[config.mk]
export PLATFORM = sky130hd
export DESIGN_NAME = manche_fsm
export DESIGN_NICKNAME = d
export VERILOG_FILES = /design/src/rtl/manche_fsm_pkg.sv /design/src/rtl/manche_fsm_judge.sv /design/src/rtl/manche_fsm.sv
export SDC_FILE = /design/constraint.sdc
export NUM_CORES = 1
export LEC_CHECK = 0
export ABC_AREA = 1
export BUFFER_PORTS_ARGS = -buffer_cell sky130_fd_sc_hd__buf_2
export CORE_ASPECT_RATIO = 1.2
export CORE_MARGIN = 2
export CORE_UTILIZATION = 56
export CTS_BUF_LIST = sky130_fd_sc_hd__clkbuf_8
export CTS_CLUSTER_SIZE = 30
export DETAILED_ROUTE_END_ITERATION = 10
export PLACE_DENSITY = 0.76
export SLEW_MARGIN = 10
export SYNTH_ARGS = -nofsm -noshare
export SYNTH_HDL_FRONTEND = slang
export SYNTH_SLANG_ARGS = --single-unit
export TNS_END_PERCENT = 1
[constraint.sdc]
create_clock -name clk -period 4.3 [get_ports clk]
set_input_delay 0.86 -clock clk [delete_from_list [all_inputs] [get_ports clk]]
set_output_delay 0.86 -clock clk [all_outputs]
set_load 0.03 [all_outputs]
[src/rtl/manche_fsm_pkg.sv]
// Shared encodings and constants for the rock-paper-scissors match controller.
package manche_fsm_pkg;

  typedef enum logic [1:0] {
    NONE     = 2'b00,
    ROCK     = 2'b01,
    PAPER    = 2'b10,
    SCISSORS = 2'b11
  } move_e;

  typedef enum logic [1:0] {
    M_INVALID = 2'b00,
    M_P1      = 2'b01,
    M_P2      = 2'b10,
    M_DRAW    = 2'b11
  } manche_e;

  typedef enum logic [1:0] {
    G_RUN  = 2'b00,
    G_P1   = 2'b01,
    G_P2   = 2'b10,
    G_DRAW = 2'b11
  } partita_e;

  typedef enum logic [1:0] {
    IDLE = 2'b00,
    PLAY = 2'b01,
    OVER = 2'b10
  } state_e;

  localparam int unsigned CNT_W = 5;
  localparam logic [CNT_W-1:0] MIN_ROUNDS = 5'd4;
  localparam logic [CNT_W-1:0] WIN_MARGIN = 5'd2;

  function automatic logic beats(input logic [1:0] a, input logic [1:0] b);
    return (a == ROCK     && b == SCISSORS) ||
           (a == SCISSORS && b == PAPER)    ||
           (a == PAPER    && b == ROCK);
  endfunction

endpackage

[src/rtl/manche_fsm_judge.sv]
// Combinational round referee: turns both moves plus the remembered last winner
// into a round result code.
module manche_judge
  import manche_fsm_pkg::*;
(
  input  logic       primo_i,
  input  logic [1:0] primo_mv_i,
  input  logic [1:0] secondo_mv_i,
  input  logic       win_vld_i,
  input  logic       win_p2_i,
  input  logic [1:0] win_move_i,
  output logic [1:0] result_o
);

  logic [1:0] winner_mv;
  logic       repeat_mv;

  assign winner_mv = win_p2_i ? secondo_mv_i : primo_mv_i;
  assign repeat_mv = win_vld_i && (winner_mv == win_move_i);

  // A repeated winning move voids the round unless both players showed the same move.
  always_comb begin
    result_o = M_INVALID;
    if (primo_i && primo_mv_i != NONE && secondo_mv_i != NONE) begin
      if (primo_mv_i == secondo_mv_i)            result_o = M_DRAW;
      else if (repeat_mv)                         result_o = M_INVALID;
      else if (beats(primo_mv_i, secondo_mv_i))   result_o = M_P1;
      else                                        result_o = M_P2;
    end
  end

endmodule

[src/rtl/manche_fsm.sv]
// Match controller: game-length load, round/win counters, end-of-game detection
// and registered MANCHE/PARTITA outputs.
module manche_fsm
  import manche_fsm_pkg::*;
(
  input  logic       clk,
  input  logic       INIZIA,
  input  logic [1:0] PRIMO,
  input  logic [1:0] SECONDO,
  output logic [1:0] MANCHE,
  output logic [1:0] PARTITA
);

  state_e           state_q = IDLE;
  state_e           state_d;
  logic [CNT_W-1:0] max_q = '0;
  logic [CNT_W-1:0] played_q = '0, played_d;
  logic [CNT_W-1:0] w1_q = '0, w1_d;
  logic [CNT_W-1:0] w2_q = '0, w2_d;
  logic             win_vld_q = 1'b0, win_vld_d;
  logic             win_p2_q = 1'b0, win_p2_d;
  logic [1:0]       win_move_q = NONE, win_move_d;
  logic [1:0]       manche_q = M_INVALID, manche_d;
  logic [1:0]       partita_q = G_RUN, partita_d;

  logic [1:0]       result;
  logic             round_ok, game_end;
  logic [CNT_W-1:0] played_n, w1_n, w2_n, lead;
  logic [1:0]       verdict;

  manche_judge u_judge (
    .primo_i      (state_q == PLAY),
    .primo_mv_i   (PRIMO),
    .secondo_mv_i (SECONDO),
    .win_vld_i    (win_vld_q),
    .win_p2_i     (win_p2_q),
    .win_move_i   (win_move_q),
    .result_o     (result)
  );

  // Counts as they would stand after this round, used for the end-of-game decision.
  assign round_ok = (result != M_INVALID);
  assign played_n = played_q + 5'd1;
  assign w1_n     = w1_q + {4'd0, result == M_P1};
  assign w2_n     = w2_q + {4'd0, result == M_P2};
  assign lead     = (w1_n >= w2_n) ? (w1_n - w2_n) : (w2_n - w1_n);
  assign game_end = round_ok &&
                    ((played_n >= MIN_ROUNDS && lead >= WIN_MARGIN) || played_n == max_q);
  assign verdict  = (w1_n > w2_n) ? G_P1 : (w2_n > w1_n) ? G_P2 : G_DRAW;

  always_ff @(posedge clk) begin
    if (INIZIA) begin
      state_q    <= PLAY;
      max_q      <= MIN_ROUNDS + {1'b0, PRIMO, SECONDO};
      played_q   <= '0;
      w1_q       <= '0;
      w2_q       <= '0;
      win_vld_q  <= 1'b0;
      win_p2_q   <= 1'b0;
      win_move_q <= NONE;
      manche_q   <= M_INVALID;
      partita_q  <= G_RUN;
    end else begin
      state_q    <= state_d;
      played_q   <= played_d;
      w1_q       <= w1_d;
      w2_q       <= w2_d;
      win_vld_q  <= win_vld_d;
      win_p2_q   <= win_p2_d;
      win_move_q <= win_move_d;
      manche_q   <= manche_d;
      partita_q  <= partita_d;
    end
  end

  always_comb begin
    state_d    = state_q;
    played_d   = played_q;
    w1_d       = w1_q;
    w2_d       = w2_q;
    win_vld_d  = win_vld_q;
    win_p2_d   = win_p2_q;
    win_move_d = win_move_q;
    if (state_q == PLAY && round_ok) begin
      played_d = played_n;
      w1_d     = w1_n;
      w2_d     = w2_n;
      unique case (result)
        M_P1: begin
          win_vld_d  = 1'b1;
          win_p2_d   = 1'b0;
          win_move_d = PRIMO;
        end
        M_P2: begin
          win_vld_d  = 1'b1;
          win_p2_d   = 1'b1;
          win_move_d = SECONDO;
        end
        default: win_vld_d = 1'b0;
      endcase
      if (game_end) state_d = OVER;
    end
  end

  always_comb begin
    manche_d  = M_INVALID;
    partita_d = partita_q;
    case (state_q)
      PLAY: begin
        manche_d = result;
        if (game_end) partita_d = verdict;
      end
      OVER:    partita_d = partita_q;
      default: partita_d = G_RUN;
    endcase
  end

  assign MANCHE  = manche_q;
  assign PARTITA = partita_q;

endmodule

==> results of run 1 <==
-- metrics by stage --
step                setup TNS [ps]  cells  setup WS [ps]  hold WS [ps]
floorplan                        0    283           41.0           419
global placement             -34.6    348          -18.9           433
detailed placement            -317    348           -162           438
CTS                              0    356            148           451
global route                 -87.2    357          -58.1           488
finish                           0    357            267           446
-- routing by layer --
metal	track usage [%]	routed length [um]	part of all wire, %
met5	0	0	0
met4	9.14	105	2.4
met3	5.12	180	4.0
met2	40.2	2260	51
met1	26.4	1920	43
-- cells by family (layout without fill, tap and decap cells) --
family | count (synthesis) | after routing | synth area share, %
AO/OA/AOI/OAI | 53 | 53 | 13.6
XOR/XNOR | 10 | 10 | 4.17
adder cells (fa/ha/maj) | 22 | 22 | 13.8
buffers and inverters | 43 | 78 | 8.29
flip-flops | 30 | 30 | 31.0
AND/OR/NAND/NOR | 125 | 125 | 29.1
-- placed cells by master, fill, tap and decap left out, types with 11 or more instances in the layout --
cell type and n:
inv_1 33, o21ai_0 20, ha_1 18, nand3_1 13, dfxtp_1 25, nand2_2 11
a21oi_1 24, buf_4 24, nand2_1 51, nor2_1 24
-- worst max-delay path by stage --
stage,from,to,slack [ps],cells past startpoint
final,PRIMO[0],PARTITA[0],270,24
after CTS,PRIMO[0],PARTITA[0],150,27
after detailed placement,PRIMO[0],PARTITA[0],-160,27
after floorplan,PRIMO[0],PARTITA[0],40,26
after global routing,PRIMO[0],PARTITA[0],-60,28
after global placement,PRIMO[0],PARTITA[1],-20,27
-- sequential cells by signal, summed over array words and instances, names as in the netlist --
signal      count
MANCHE          2
played_q        5
w1_q            5
win_vld_q       1
win_p2_q        1
w2_q            5
PARTITA         2
state_q         2
max_q           5
win_move_q      2
-- what timing repair did --
| item | 4_1_cts | 5_1_grt |
|---|---|---|
| endpoints found under the hold margin | 0 | 0 |
| gates resized for setup | 0 | 10 |
| setup buffers | 0 | 1 |
| setup endpoints to repair | 0 | 4 |
-- worst max-delay path, stage by stage --
cell      delay [ps]
buf_2            120
inv_1             90
ha_1             150
nand2_1           60
a221oi_2         300
nand2_1          100
a21oi_2          160
inv_1             80
ha_1             210
ha_1             200
ha_2             260
buf_4            150
fa_1             540
nand2_1           60
nor2_1           100
nand2_1           60
nor2_1           100
nand3_1          110
nand3_1           80
nand2_1           60
nand2_1           70
nand2_2           70
a21oi_1          150
nor2_1            60
-- power breakdown --
part	internal (mW)	switching, mW	total, mW	leakage [nW]
logic	0.433	0.631	1.06	0.913
clock network	0.110	0.111	0.221	0.0416
registers	0.370	0.0739	0.444	0.255
total	0.914	0.816	1.73	1.21
-- final cells by class --
type                    count  area share, %
flip-flops and latches     30           26.4
clock buffers               5           2.80
repair buffers             33           9.15
multi-input cells         210           53.3
inverters                  37           5.69
well taps                  39           1.98
clock inverters             3          0.661
==> metrics.yaml, run 1 <==
sta:
  max_freq_mhz: 248
  setup_viol: 0
  fin_crit_sh_pct: 93.8
  hold_violations: 0
  relSlewSlack_pct: 61.3
  fin_worst_skew_ps: 4.80
  maxSlewViolCount: 0
  worst_pin_slew_ps: 579
  fin_crit_ps: 4030
route:
  wl_per_cell_um: 12.5
  routed_wl_um: 4460
  ant_nets: 0
  drt_iter0_markers: 86
  drc: 0
  viasPerCell: 5.41
  vias: 1931
  first_pass_iters: 4
yosys:
  synth_largest_area_cell: "dfxtp_1"
  syn_area_um2: 2100
  synthCells: 283
  yosys_most_used_dff: "dfxtp_1"
  synth_common_cells: "nand2_1, inv_1, a21oi_1, dfxtp_1, nor2_1"
  ys_seq_area_share_pct: 31.0
  synth.most_common_cell: "nand2_1"
  async_flop_share_pct: 0
  ys_seq_elements: 30
  synth_edf_count: 5
  ys_warn_count: 0
  synthDominantCellAreaShare_pct: 23.9
  ys_types: 30
  avgSynthCellArea_um2: 7.41
  syn_nets: 311
  synthTopCellsByArea: "dfxtp_1, ha_1, nand2_1"
run_status:
  status: "finished, final reports clean"
die:
  ioPinCount: 10
  die-height_um: 71.1
  core_area_um2: 3600
  dieArea_um2: 4250
  start_util_pct: 58.2
  die_x_um: 59.9
  fp-row-count: 24
clock_network:
  cts.sinks: 30
  root_buffer: "clkbuf_8"
  clkTransAtPathRegs_ps: 70
  holdBufCountCts: 0
  clockBufferDepth: 2
  cts_made_buffers: 5
  clk_latency_ps: 290
  htreeDepth: 2
  cts_tree: "done"
worst_setup_path:
  r2r_slack_ps: 800
  setup.worst_path.end_class: "register"
  arrival_ps: 4220
  crit_fanout: 4
  start_kind: "input port"
  r2r_start: "state_q[0]"
  r2r-end: "PARTITA[0]"
  required_ps: 4480
  critical_path_class: "input port to register"
  r2r_cells: 24
worst_hold_path:
  holdPathStages: 2
  min_path_type: "register to register"
  min_from: "state_q[0]"
  hold_end: "state_q[0]"
grt:
  grt_overflow: 0
  grt_use_total_pct: 23.0
  grt_max_degree: 32
  antenna_found_initial: 0
  grt_pass1_vias: 1799
  grt_pass1_wl_um: 7510
final_layout:
  fill_cells: 321
  area_delta_synth_final_pct: 17.3
  antenna-diode-count: 0
  utilization_pct: 68.3
  multi_input_area_um2: 1310
  nNetsFinal: 345
  seqCellArea_um2: 651
  drive_above_1_share_pct: 23.6
  final_area_um2: 2460
power:
  irDropWorstVdd_mv: 0.394
  p_leak_nw: 1.21
  powerDensity_nw_per_um2: 703
  power_mw: 1.73
place:
  dpl-instance-area_um2: 2330
  dp_hpwl_um: 3420
  place.port_buffers: 9
  globalplace.congestion: 0.880
run:
  max-cap-violations: 0
Note: power is estimated with default switching activity, not from simulation.
==> run 2, diff against run 1 <==
==> constraint.sdc (replaced) <==
create_clock -name clk -period 4.3 [get_ports clk]
set_input_delay 1.29 -clock clk [delete_from_list [all_inputs] [get_ports clk]]
set_output_delay 1.29 -clock clk [all_outputs]
set_load 0.03 [all_outputs]
==> run 2 against run 1 <==
Net effect: the flow now finishes with violations (negative setup slack); clock skew grew 1.4 ps; cell area up 19%; power rose by 17%; wire length increased by 23%; largest cell class unchanged; count of clock-buffer cells in the layout unchanged; core utilization grew 13 points; via count increased by 8.5%; first-iteration DRC count is 7.0% higher; clock power grew 2%; fmax decreased by 6.8%; cell count rose by 8.4%; critical path depth increased by 1; critical path type unchanged.
==> metrics.yaml, run 2 (synthesis results as in run 1) <==
route:
  wl_per_cell_um: 14.2
  first_pass_iters: 4
  routed_wl_um: 5490
  drt_iter0_markers: 92
  drc: 0
  vias: 2096
  viasPerCell: 5.42
  ant_nets: 0
worst_setup_path:
  worst_path_largest_cell_delay_ps: 510
  crit_fanout: 4
  start_kind: "input port"
  arrival_ps: 4510
  slowest_stage: "fa_1"
  required_ps: 4480
  r2r_cells: 24
  setup.worst_path.end_class: "register"
  critical_path_class: "input port to register"
grt:
  grt_use_total_pct: 26.4
  grt_max_degree: 32
  antenna_found_initial: 0
  grt_pass1_vias: 2018
  grt_overflow: 0
  grt_pass1_wl_um: 8510
sta:
  fin_worst_skew_ps: 6.22
  max_freq_mhz: 231
  worst_pin_slew_ps: 581
  hold_violations: 0
  fin_crit_sh_pct: 101
  rsz0062_at_grt: "yes"
  worst_slack_ps: -27.0
  fin_crit_ps: 4330
  relSlewSlack_pct: 61.2
  fin_tns_setup_ps: -52.7
  maxSlewViolCount: 0
  setup_viol: 2
clock_network:
  cts.sinks: 30
  holdBufCountCts: 0
  clkTransAtPathRegs_ps: 60
  cts_tree: "done"
  clockBufferDepth: 2
  cts_made_buffers: 5
  root_buffer: "clkbuf_8"
  clk_latency_ps: 290
  htreeDepth: 2
run_status:
  violations: "negative setup slack"
  status: "complete, but fails checks"
die:
  die-height_um: 71.1
  start_util_pct: 58.2
  dieArea_um2: 4250
  fp-row-count: 24
  core_area_um2: 3600
  die_x_um: 59.9
  ioPinCount: 10
power:
  powerDensity_nw_per_um2: 696
  p_leak_nw: 1.38
  irDropWorstVdd_mv: 0.409
final_layout:
  final_cell_mix: "buf_4, nand2_1, dfxtp_1, inv_1, o21ai_0"
  final_common_cell: "buf_4"
  antenna-diode-count: 0
  nNetsFinal: 375
  area_delta_synth_final_pct: 39.2
  utilization_pct: 81.0
  drive_above_1_share_pct: 40.2
place:
  place.port_buffers: 9
  dp_hpwl_um: 3420
  globalplace.congestion: 0.915
worst_hold_path:
  holdPathStages: 2
  min_path_type: "register to register"
run:
  max-cap-violations: 0
## run 2: changes by cell type in the layout (fill, tap and decap cells not counted), sizes merged
cell	before	now
buf	33	62
clkbuf	5	6
inv	36	35
clkinvlp	1	2
## run 2: metal layers
layer  track usage, %  routed length, um  up-vias  share of wire [%]
met4             13.1                128        0                2.3
met3             6.03                189       10                3.4
li1                 -                  -     1060                  -
met5                0                  0        -                  0
met1             28.9               2100      981                 38
met2             46.3               3070       45                 56
## run 2: what timing repair did
| item | CTS | global route |
|---|---|---|
| cloned | 0 | 1 |
| setup endpoints to repair | 3 | 23 |
| pin swaps | 21 | 23 |
| gates resized for setup | 21 | 33 |
| buffers inserted | 15 | 2 |
## run 2: worst paths after layout
| path | start | to | slack (ps) |
|---|---|---|---|
| setup / recovery | PRIMO[1] | PARTITA[1] | -30 |
| hold / removal | state_q[0] | state_q[0] | 460 |
| setup reg to reg | state_q[0] | PARTITA[1] | 810 |
| hold reg to reg | state_q[0] | state_q[0] | 460 |
## run 2: final cells by class
type                       count  area [um^2]
clock inverter                 3         16.3
fill                         230          683
sequential                    30          651
multi-input combinational    210         1510
timing repair buffer          63          470
tap                           39         48.8
clock buffer                   5         68.8
inverter                      37          151
## run 2: power breakdown
| group | internal, mW | switching (mW) | total (mW) |
|---|---|---|---|
| Combinational | 0.616 | 0.734 | 1.35 |
| Sequential | 0.370 | 0.0871 | 0.458 |
| Clock | 0.111 | 0.114 | 0.225 |
| Total | 1.10 | 0.935 | 2.03 |
## run 2: through the flow
step                      hold WS [ps]  area [um^2]  worst slack [ps]  power, mW  instances
after floorplan                    419         2170              10.4       1.21        283
after global placement             430         2500              -270       1.52        361
after detailed placement           434         2500              -346       1.54        361
after CTS                          447         2780              2.40       1.88        384
after global routing               477         2920              -271       2.20        387
final                              458         2920             -27.0       2.03        387
## run 2: critical path: cells and delay by family
family	cells	cell delay [ps]
adders and majority gates	5	1410
AOI/OAI and AO/OA	3	330
and+or+nand+nor	12	1000
buffers and inverters	5	490
==> run 3, diff against run 2 <==
- GPL_TIMING_DRIVEN: not set -> 0
==> run 3 against run 2 <==
Net effect: global-route usage rose by 1.4 points; the run still ends with negative setup slack left; clock power is 8% higher; die area did not move; cell count fell by 5.2%; power shrank 4.3%; sequential share of layout area grew 0.89 points; fmax is 2.2% lower; via count shrank 4.3%; clock skew increased by 3.2 ps.
==> metrics.yaml, run 3 (synthesis results as in run 1) <==
die:
  die_x_um: 59.9
  core_area_um2: 3600
  die-height_um: 71.1
  ioPinCount: 10
  start_util_pct: 58.2
  dieArea_um2: 4250
  fp-row-count: 24
power:
  irDropWorstVdd_mv: 0.459
  p_leak_nw: 1.28
  powerDensity_nw_per_um2: 693
worst_setup_path:
  arrival_ps: 4610
  required_ps: 4490
  worst_path_largest_cell_delay_ps: 280
  setup.worst_path.end_class: "register"
  slowest_stage: "a21oi_4"
  critical_path_class: "input port to register"
  start_kind: "input port"
  crit_fanout: 5
place:
  pre_cts_slack_ps: -644
  dp_hpwl_um: 3410
  dpl-instance-area_um2: 2260
  globalplace.congestion: 0.829
  place.port_buffers: 9
clock_network:
  clkTransAtPathRegs_ps: 70
  htreeDepth: 2
  cts_tree: "done"
  holdBufCountCts: 0
  cts_made_buffers: 5
  clk_latency_ps: 290
  root_buffer: "clkbuf_8"
  clockBufferDepth: 2
  cts.sinks: 30
run:
  max-cap-violations: 0
route:
  vias: 2005
  drt_iter0_markers: 65
  ant_nets: 0
  first_pass_iters: 4
  viasPerCell: 5.46
  drc: 0
  routed_wl_um: 5410
  wl_per_cell_um: 14.7
worst_hold_path:
  min_path_type: "register to register"
sta:
  worst_slack_ps: -122
  worst_pin_slew_ps: 492
  fin_worst_skew_ps: 9.41
  setup_viol: 2
  hold_violations: 0
  max_freq_mhz: 226
  holdWs_ps: 454
  maxSlewViolCount: 0
  fin_crit_ps: 4420
  relSlewSlack_pct: 67.2
  rsz0062_at_grt: "yes"
  fin_crit_sh_pct: 103
grt:
  grt_max_degree: 11
  grt_pass1_vias: 2040
  grt_pass1_wl_um: 8900
  grt_use_total_pct: 27.8
  grt_overflow: 0
  antenna_found_initial: 0
final_layout:
  nNetsFinal: 355
  final_area_um2: 2810
  final_common_cell: "nand2_1"
  drive_above_1_share_pct: 37.2
  antenna-diode-count: 0
  area_delta_synth_final_pct: 33.8
  final_cell_mix: "nand2_1, dfxtp_1, buf_4"
run_status:
  violations: "negative setup slack"
  status: "complete, but fails checks"
[run 3: cell types whose count changed in the layout (fill, tap and decap cells not counted), moves of 3 or more]
cell / before / now
a21oi_4: 0 / 3
buf_4: 52 / 25
clkbuf_1: 0 / 4
ha_2: 4 / 0
inv_1: 25 / 21
inv_2: 7 / 12
[run 3: worst paths after layout]
| path | from | to | slack [ps] | cells after the start |
|---|---|---|---|---|
| worst max-delay path | PRIMO[0] | PARTITA[0] | -120 | 30 |
| worst min-delay path | state_q[0] | state_q[0] | 450 | 2 |
| worst max register to register | state_q[0] | PARTITA[0] | 640 | 29 |
| worst min register to register | state_q[0] | state_q[0] | 450 | 2 |
[run 3: worst max-delay path, delay by kind of cell]
kind                       cells  cell delay [ps]
and+or+nand+nor               16             1380
adders and majority gates      4              770
buffers and inverters          8              720
AOI/OAI and AO/OA              1              280
xor gates and xnor gates       1              130
[run 3: metrics by stage]
| step | power, mW | utilization (%) | cells | setup TNS [ps] |
|---|---|---|---|---|
| final | 1.94 | 77.9 | 367 | -225 |
| after global routing | 2.10 | 77.9 | 367 | -709 |
| after CTS | 1.83 | 74.5 | 364 | -28.9 |
| after detailed placement | 1.41 | 62.8 | 331 | -2300 |
| after global placement | 1.39 | 62.8 | 331 | -1750 |
| after floorplan | 1.21 | - | 283 | 0 |
[run 3: report_power, final]
| part | switching, mW | leakage (nW) | total, mW | internal, mW |
|---|---|---|---|---|
| Sequential | 0.0801 | 0.255 | 0.451 | 0.370 |
| Clock | 0.114 | 0.0472 | 0.243 | 0.129 |
| Combinational | 0.726 | 0.978 | 1.25 | 0.525 |
[run 3: what timing repair did]
action,4_1_cts,5_1_grt
setup endpoints to repair,4,4
buffers inserted,25,3
pin swaps,23,32
gates resized for setup,35,27
[run 3: cell type report]
type                       instances  area (um^2)
multi-input combinational        210         1550
fill                             244          796
sequential                        30          651
timing repair buffer              37          279
inverter                          37          149
clock buffer                       6         82.6
tap                               39         48.8
buffer                             6         33.8
clock inverter                     2         12.5
[run 3: layer usage]
| layer | global-route usage, % | vias to the layer above | wire length (um) |
|---|---|---|---|
| met5 | 0 | - | 0 |
| met4 | 11.9 | 0 | 169 |
| met3 | 5.12 | 16 | 133 |
| met2 | 50.6 | 36 | 2870 |
| met1 | 30.2 | 933 | 2240 |
| li1 | - | 1020 | - |
